$ cat config.mk
export PLATFORM = sky130hd
export DESIGN_NAME = cmp_result_window_monitor
export DESIGN_NICKNAME = d
export VERILOG_FILES = /design/src/rtl/cmp_result_window_monitor.sv
export SDC_FILE = /design/constraint.sdc
export NUM_CORES = 1
export LEC_CHECK = 0
export BUFFER_PORTS_ARGS = -buffer_cell sky130_fd_sc_hd__buf_4
export CORE_MARGIN = 4
export CORE_UTILIZATION = 40
export DETAILED_ROUTE_END_ITERATION = 10
export GPL_TIMING_DRIVEN = 1
export HOLD_SLACK_MARGIN = 0.02
export PLACE_DENSITY = 0.71
export SETUP_SLACK_MARGIN = 0.15
export SLEW_MARGIN = 20
export SYNTH_ARGS = -nofsm -noshare
export SYNTH_HDL_FRONTEND = slang
export SYNTH_SLANG_ARGS = --single-unit
$ cat constraint.sdc
create_clock -name clk_i -period 3.37 [get_ports clk_i]
set_input_delay 0.337 -clock clk_i [delete_from_list [all_inputs] [get_ports clk_i]]
set_output_delay 0.337 -clock clk_i [all_outputs]
set_load 0.01 [all_outputs]
$ cat src/rtl/cmp_result_window_monitor.sv
// Windowed statistics over the 4-bit comparator's result flags, summary held on a valid/ready port.
// Optional flag-vs-operand cross-check is built only when CMP_MONITOR_CHECK_EN is defined.
module cmp_result_window_monitor #(
    parameter int WIN_LEN = 16,
    parameter int CNT_W   = 8
) (
    input  logic             clk_i,
    input  logic             rst_i,
    input  logic             clear_i,
    input  logic             in_valid_i,
    output logic             in_ready_o,
    input  logic [3:0]       a_i,
    input  logic [3:0]       b_i,
    input  logic             a_gt_b_i,
    input  logic             a_lt_b_i,
    input  logic             a_eq_b_i,
    output logic [CNT_W-1:0] gt_cnt_o,
    output logic [CNT_W-1:0] lt_cnt_o,
    output logic [CNT_W-1:0] eq_cnt_o,
    output logic [CNT_W-1:0] bad_cnt_o,
    output logic [CNT_W-1:0] max_eq_run_o,
    output logic [CNT_W-1:0] mism_cnt_o,
    output logic             out_valid_o,
    input  logic             out_ready_i
);
    localparam int SW = $clog2(WIN_LEN + 1);

    typedef enum logic [1:0] {IDLE, ACC, DONE} state_t;

    state_t           state_q, state_d;
    logic [SW-1:0]    smp_q, smp_d, smp_inc;
    logic [CNT_W-1:0] gt_q, gt_d, lt_q, lt_d, eq_q, eq_d, bad_q, bad_d;
    logic [CNT_W-1:0] run_q, run_d, max_q, max_d, run_nxt;
    logic [CNT_W-1:0] mism_q, mism_d;
    logic [2:0]       flags;
    logic             accept, wipe, mism_hit;

    function automatic logic [CNT_W-1:0] sat_inc(input logic [CNT_W-1:0] v);
        return (&v) ? v : v + 1'b1;
    endfunction

    assign flags   = {a_gt_b_i, a_lt_b_i, a_eq_b_i};
    assign accept  = in_valid_i && in_ready_o;
    assign wipe    = clear_i || (state_q == DONE && out_ready_i);
    assign smp_inc = smp_q + 1'b1;
    assign run_nxt = sat_inc(run_q);

`ifdef CMP_MONITOR_CHECK_EN
    // Flags are trusted for classification; this only flags disagreement with the operands.
    always_comb begin
        mism_hit = 1'b0;
        case (flags)
            3'b100:  mism_hit = !(a_i > b_i);
            3'b010:  mism_hit = !(a_i < b_i);
            3'b001:  mism_hit = !(a_i == b_i);
            default: mism_hit = 1'b0;
        endcase
    end
`else
    logic unused_operands;
    assign unused_operands = ^{a_i, b_i};
    assign mism_hit        = 1'b0;
`endif

    always_comb begin
        state_d = state_q;
        smp_d   = smp_q;
        gt_d    = gt_q;
        lt_d    = lt_q;
        eq_d    = eq_q;
        bad_d   = bad_q;
        run_d   = run_q;
        max_d   = max_q;
        mism_d  = mism_q;
        if (wipe) begin
            state_d = IDLE;
            smp_d   = '0;
            gt_d    = '0;
            lt_d    = '0;
            eq_d    = '0;
            bad_d   = '0;
            run_d   = '0;
            max_d   = '0;
            mism_d  = '0;
        end else if (accept) begin
            smp_d   = smp_inc;
            state_d = (smp_inc == SW'(WIN_LEN)) ? DONE : ACC;
            run_d   = '0;
            case (flags)
                3'b100: gt_d = sat_inc(gt_q);
                3'b010: lt_d = sat_inc(lt_q);
                3'b001: begin
                    eq_d  = sat_inc(eq_q);
                    run_d = run_nxt;
                    if (run_nxt > max_q) max_d = run_nxt;
                end
                default: bad_d = sat_inc(bad_q);
            endcase
            if (mism_hit) mism_d = sat_inc(mism_q);
        end
    end

    always_ff @(posedge clk_i) begin
        if (rst_i) begin
            state_q <= IDLE;
            smp_q   <= '0;
            gt_q    <= '0;
            lt_q    <= '0;
            eq_q    <= '0;
            bad_q   <= '0;
            run_q   <= '0;
            max_q   <= '0;
            mism_q  <= '0;
        end else begin
            state_q <= state_d;
            smp_q   <= smp_d;
            gt_q    <= gt_d;
            lt_q    <= lt_d;
            eq_q    <= eq_d;
            bad_q   <= bad_d;
            run_q   <= run_d;
            max_q   <= max_d;
            mism_q  <= mism_d;
        end
    end

    assign in_ready_o   = (state_q != DONE);
    assign out_valid_o  = (state_q == DONE);
    assign gt_cnt_o     = gt_q;
    assign lt_cnt_o     = lt_q;
    assign eq_cnt_o     = eq_q;
    assign bad_cnt_o    = bad_q;
    assign max_eq_run_o = max_q;
    assign mism_cnt_o   = mism_q;

endmodule

==> results of run 1 <==
==> area by class of cell <==
type                       count  area [um2]
clock buffer                   6        82.6
inverter                      12        45.0
multi-input combinational    269        1800
sequential                    55        1100
tap                           99         124
clock inverter                 2        38.8
timing repair buffer          51         383
fill                         713        3760
==> worst max-delay path, cell delays in order, from the launching register on <==
cell and delay [ps]:
dfxtp_1 420, ha_1 260, nand4_1 160, or2_1 330
mux2_4 350, ha_1 290, nor2b_1 130, o211ai_1 170
and3_1 390, nor3_1 100, a211oi_1 210
==> per-layer routing <==
layer	part of all wire (%)	vias to the layer above	routed length (um)	GRT usage, %
li1	-	1327	-	-
met1	47	1229	3080	19.9
met2	47	56	3060	25.4
met3	4.4	10	286	3.00
met4	1.5	0	99	5.69
met5	0	-	0	0
==> flip-flops by register name, summed over array words and instances (netlist names) <==
register / flops
bad_cnt_o: 8
eq_cnt_o: 8
gt_cnt_o: 8
lt_cnt_o: 8
max_eq_run_o: 8
run_q: 8
smp_q: 5
state_q: 2
==> per-stage QoR <==
stage	util, %	hold slack (ps)	total power, mW	setup slack (ps)
finish	48.7	360	1.19	482
global route	48.7	380	1.24	236
CTS	48.7	350	1.21	470
detailed placement	47.0	467	0.740	529
global placement	47.0	455	0.739	563
floorplan	-	449	0.726	803
==> power breakdown <==
part           internal (mW)  switching, mW
Clock                  0.245          0.221
Sequential             0.653        0.00323
Combinational         0.0228         0.0458
==> logic make-up after synthesis <==
group                    share of synthesized area (%)
adder cells (fa/ha/maj)                           6.13
flip-flops                                        36.0
AND/OR/NAND/NOR                                   25.2
multiplexers                                      2.17
AO/OA/AOI/OAI                                     17.1
other                                            0.123
XOR/XNOR                                          7.16
buffers and inverters                             6.18
==> placed cells by master (no fill, tap or decap), types with 7 or more instances in the layout <==
cell type,Yosys,final
xnor2_1,10,10
nand3_1,21,21
nand2_1,25,25
xor2_1,15,15
and3_1,8,8
nand4_1,13,13
inv_1,11,11
ha_1,15,15
nor2_1,41,41
a31oi_1,7,7
o21ai_1,8,8
a21oi_1,23,23
buf_4,9,51
conb_1,1,8
dfxtp_1,55,55
==> final timing paths <==
kind	end	slack (ps)	depth (start not counted)
max	max_eq_run_o[1]	480	10
min	state_q[0]	360	3
min reg2reg	state_q[1]	480	2
max reg2reg	max_eq_run_o[1]	480	10
==> synthesized netlist by cell type (3+ instances only) <==
master,count
and4_1,6
buf_4,9
nor2_1,41
xor2_1,15
inv_1,11
ha_1,15
o21ai_0,4
and3_1,8
and2_1,5
nand3_1,21
o211ai_1,4
buf_6,4
nand2_1,25
a211o_1,3
nand4_1,13
clkbuf_1,3
a21oi_1,23
dfxtp_1,55
a31oi_1,7
buf_2,4
nor3_1,3
o21ai_1,8
xnor2_1,10
a22oi_1,5
mux2i_1,4
==> key figures, run 1 <==
Worst setup path
  – Reg-to-reg startpoint: run_q[0]
  – Critical path origin: run_q[0]
  – Worst path required time: 3600 ps
  – Worst-path fanout max: 8
  – Startpoint Class: flip-flop
  – Crit path kind: reg2reg
  – CP Data Arrival Time: around 3100 ps
  – Critical Path End Type: flip-flop

Synthesis
  – Synthesized area per cell: 8.77 um2
  – Yosys reg bits: 55
  – Mapped Cells: between 300 and 400
  – Post-synth top flop: dfxtp_1
  – Post-synth top area cell: dfxtp_1
  – Unique masters post-synth: 61
  – Sequential share of the synthesized area: 36.0%
  – Yosys warns: 0
  – Leading post-synthesis cells by cell area: dfxtp_1 36%, ha_1 6.1%, nor2_1 5.0%, xor2_1 4.3%, a21oi_1 3.8%
  – Top cell type's share of synthesized area: 36.0%
  – Asr flop ratio synth: 0%
  – Post-synthesis cell area: ~3100 um2
  – Post-synth EDFFs: 0

Worst hold path
  – Hold Crit Class: in2reg
  – Hold path start: clear_i

Routing
  – DR iter-0 viols: 65
  – DR vias: between 2000 and 3000
  – Antenna viol nets, final: 0
  – Wire per inst: 13.2 um
  – First drt pass iteration count: 4
  – Vias per cell: 5.31
  – Final wirelength: 6.52 mm
  – DRC errors left: 0

Finish
  – P&R area growth vs syn: 16.7%
  – Fin cells: between 400 and 500
  – Finished Cell Area: ~3600 um2
  – Diode count: 0
  – Share of cells above drive strength 1: 19.7%
  – Nets: ~430

Floorplan
  – Die span in y: 95.5 um
  – Total Die Area: 9110 um2
  – Initial core utilization: 41.7%
  – Top Ports: 66
  – Core area: 7330 um2
  – Row cnt: 31
  – Die X: 95.5 um

Timing
  – # setup viols final: 0
  – Slew @ Worst Pin: roughly 700 ps
  – Fmax: 0.346 GHz
  – Final Hold Fails: 0
  – RSZ-0062 raised after global routing: false
  – Slew margin rel.: between 50% and 60%
  – Clock skew: between 8 and 9 ps
  – Fin. max-slew vios: 0
  – Fin crit period: 2890 ps
  – Period utilisation layout: between 80% and 90%
  – Final TNS setup: 0 ps

Power
  – Leakage Power: 1.39 nW
  – Power Density: roughly 330 nW/um2
  – Worst vdd ir: 0.195 mV

Global routing
  – Initial antenna violation count: 0
  – First-pass GRT wire length: about 11 mm
  – Vias in the first global route: between 2000 and 3000
  – Tot GR Track Use: 15.4%
  – Largest net degree at the start of global routing: 29
  – Total grt overflow: 0

CTS
  – Post-CTS Setup Bufs: 0
  – Clock sink count: 55
  – CTS tree: yes
  – Clk pin slew, worst setup/hold paths: 100 ps
  – Clk root buf: clkbuf_8
  – Worst-skew pair later-pin latency: roughly 310 ps
  – CTS H-Tree Depth: 2
  – Hold Buf Count CTS: 0
  – Num CTS Buffers: 5
  – CTS resizes: 0
  – Clock buffer depth: 2

Placed design
  – Post-DP HPWL: roughly 4.8 mm
  – GPL Wtd Cong: 0.824
  – Buffers on Ports: 49
  – DP Area: between 3000 and 4000 um2
  – Placed Cells incl. Taps: 486

Status
  – Outcome: finished clean

Run
  – Maxcap violations: 0
No activity file was read; power rests on OpenSTA's default activity.
==> inputs of run 2 (changes only) <==
--- a/config.mk
+++ b/config.mk
@@ -12,6 +12,7 @@
 export GPL_TIMING_DRIVEN = 1
 export HOLD_SLACK_MARGIN = 0.02
 export PLACE_DENSITY = 0.71
+export REMOVE_ABC_BUFFERS = 1
 export SETUP_SLACK_MARGIN = 0.15
 export SLEW_MARGIN = 20
 export SYNTH_ARGS = -nofsm -noshare
==> run 2 against run 1 <==
  * Hold slack improved by 18 ps
  * Combinational power shrank 3%
  * Clock power shrank 21%
  * Register-to-register slack improved by 60 ps
  * Sequential share of layout area increased by 0.36 points
  * Worst setup slack better by 56 ps
  * Wire length shrank 4.1%
==> key figures, run 2 (synthesis results as in run 1) <==
Status
  – Outcome: finished clean

Routing
  – Wire per inst: 12.7 um (-3.7%)
  – Met3 routed WL: 267 um (-6.6%)
  – Wire length on met1: 3.01 mm (-2.2%)
  – DRC errors left: 0 (unchanged)
  – Vias per cell: 5.25 (-1.1%)
  – First drt pass iteration count: 6 (+2)
  – Final wirelength: 6.25 mm (-4.1%)
  – DR iter-0 viols: 92 (+42%)
  – Antenna viol nets, final: 0 (unchanged)
  – DR vias: 2583 (-1.5%)
  – Metal2 WL: 2.86 mm (-6.5%)
  – Uppermost layer routed: met4

Finish
  – Commonest cells after routing, fill and taps aside: 55 x dfxtp_1, 50 x buf_4, 41 x nor2_1
  – Nets: 424 (-0.24%)
  – Fin cells: 492 (-0.40%)
  – Diode count: 0 (unchanged)
  – Share of cells above drive strength 1: 19.3% (-0.41 points)
  – Final core utilization: 48.1% (-0.56 points)
  – Reg area: 1100 um2 (unchanged)
  – Commonest non-fill, non-tap cell in the layout: dfxtp_1
  – Filler Cell Count: 731 (+2.5%)
  – Multi-input combinational cell area: 1800 um2 (unchanged)
  – P&R area growth vs syn: 15.3%

Timing
  – Slew @ Worst Pin: 754 ps (+42.6 ps)
  – RSZ-0062 raised after global routing: false
  – Fin crit period: 2830 ps (-55.9 ps)
  – Final TNS setup: 0 ps (unchanged)
  – Slew margin rel.: 49.6% (-2.8 points)
  – Period utilisation layout: 84.0% (-1.7 points)
  – Clock skew: 3.43 ps (-4.71 ps)
  – Final Hold Fails: 0 (unchanged)
  – # setup viols final: 0 (unchanged)
  – Fin. max-slew vios: 0 (unchanged)
  – Fmax: 0.353 GHz (+2.0%)

Placed design
  – Buffers on Ports: 49 (unchanged)
  – GPL Wtd Cong: 0.841 (+2.0%)
  – Placed Cells incl. Taps: 485 (-0.21%)
  – Post-DP HPWL: 4.50 mm (-5.8%)

Floorplan
  – Total Die Area: 9110 um2 (unchanged)
  – Die span in y: 95.5 um (unchanged)
  – Initial core utilization: 41.7% (unchanged)
  – Die X: 95.5 um (unchanged)
  – Top Ports: 66 (unchanged)
  – Core area: 7330 um2 (unchanged)
  – Row cnt: 31 (unchanged)

Worst setup path
  – Worst path required time: 3600 ps (about the same)
  – Crit path kind: reg2reg
  – CP Data Arrival Time: 3060 ps (-60 ps)
  – Critical Path End Type: flip-flop
  – Startpoint Class: flip-flop
  – Worst-path fanout max: 8 (unchanged)

CTS
  – CTS tree: yes
  – Clock sink count: 55 (unchanged)
  – Worst-skew pair later-pin latency: 300 ps (about the same)
  – CTS resizes: 0 (unchanged)
  – Clk root buf: clkbuf_8
  – Clk pin slew, worst setup/hold paths: 90 ps (about the same)
  – Clock buffer depth: 2 (unchanged)
  – Post-CTS Setup Bufs: 0 (unchanged)
  – CTS H-Tree Depth: 2 (unchanged)
  – Hold Buf Count CTS: 0 (unchanged)
  – Num CTS Buffers: 5 (unchanged)

Global routing
  – Largest net degree at the start of global routing: 53 (+83%)
  – Initial antenna violation count: 0 (unchanged)
  – First-pass GRT wire length: 10.7 mm (-5.7%)
  – Tot GR Track Use: 14.5% (-0.96 points)
  – Total grt overflow: 0 (unchanged)
  – Vias in the first global route: 2387 (-5.4%)

Power
  – Power Density: 309 nW/um2 (-7.4%)
  – P_sw: 0.252 mW (-6.4%)
  – Logic pwr share: 6.1% (+0.3 points)
  – Sw Share: 23.2% (+0.52 points)
  – Clk pwr share: 33.6% (-5.5 points)
  – Worst vdd ir: 0.209 mV (+7.0%)
  – Flop pwr share: 60.2% (+5.1 points)
  – Power Total: 1.09 mW (-8.5%)
  – Leakage Power: 1.37 nW (-1.4%)
  – Internal power: 0.836 mW (-9.1%)

Worst hold path
  – Hold Crit Class: in2reg

Run
  – Maxcap violations: 0 (unchanged)
[run 2: changes by cell type in the layout (fill, tap and decap cells not counted)]
cell       previous run  this run
buf_4                51        50
bufinv_16             1         0
clkinv_2              0         1
inv_6                 1         0
[run 2: worst max-delay path, cell delays in order (launching register included)]
cell and delay, ps:
dfxtp_1 410, ha_1 260, nand4_1 150, or2_1 320, mux2_4 340, ha_1 290, nor2b_1 140, o211ai_1 180
and3_1 380, nor3_1 90, a211oi_1 200
[run 2: power by group through the flow]
| stage | clock, mW | sequential, mW | combinational [mW] |
|---|---|---|---|
| 2_1_floorplan | 0 | 0.671 | 0.0406 |
| 4_1_cts | 0.384 | 0.656 | 0.0674 |
| 6_report | 0.366 | 0.656 | 0.0668 |
| 5_1_grt | 0.408 | 0.657 | 0.0752 |
| 3_3_place_gp | 0 | 0.671 | 0.0664 |
| 3_5_place_dp | 0 | 0.671 | 0.0674 |
[run 2: worst paths after layout]
kind                    from  slack (ps)         endpoint  depth (start not counted)
setup / recovery    run_q[0]         540  max_eq_run_o[1]                         10
hold / removal       clear_i         380       state_q[0]                          3
setup reg to reg    run_q[0]         540  max_eq_run_o[1]                         10
hold reg to reg   state_q[1]         480       state_q[1]                          2
[run 2: through the flow]
step           area, um2  worst slack [ps]  hold WS, ps
2_1_floorplan       2940               766          449
3_3_place_gp        3440               586          457
3_5_place_dp        3440               557          473
4_1_cts             3530               532          366
5_1_grt             3530               297          377
6_report            3530               538          378
[run 2: layout make-up]
class                           count  share of cell area, %
Clock buffer                        6                   2.34
Tap cell                           99                   3.51
Sequential cell                    55                   31.2
Timing Repair Buffer               50                   10.6
Inverter                           12                   1.28
Clock inverter                      1                  0.142
Multi-Input combinational cell    269                   50.9
[run 2: routing by layer]
metal,up-vias,GRT usage (%)
met2,43,23.3
met3,10,3.63
met4,0,5.09
li1,1328,-
met1,1202,18.8
met5,-,0
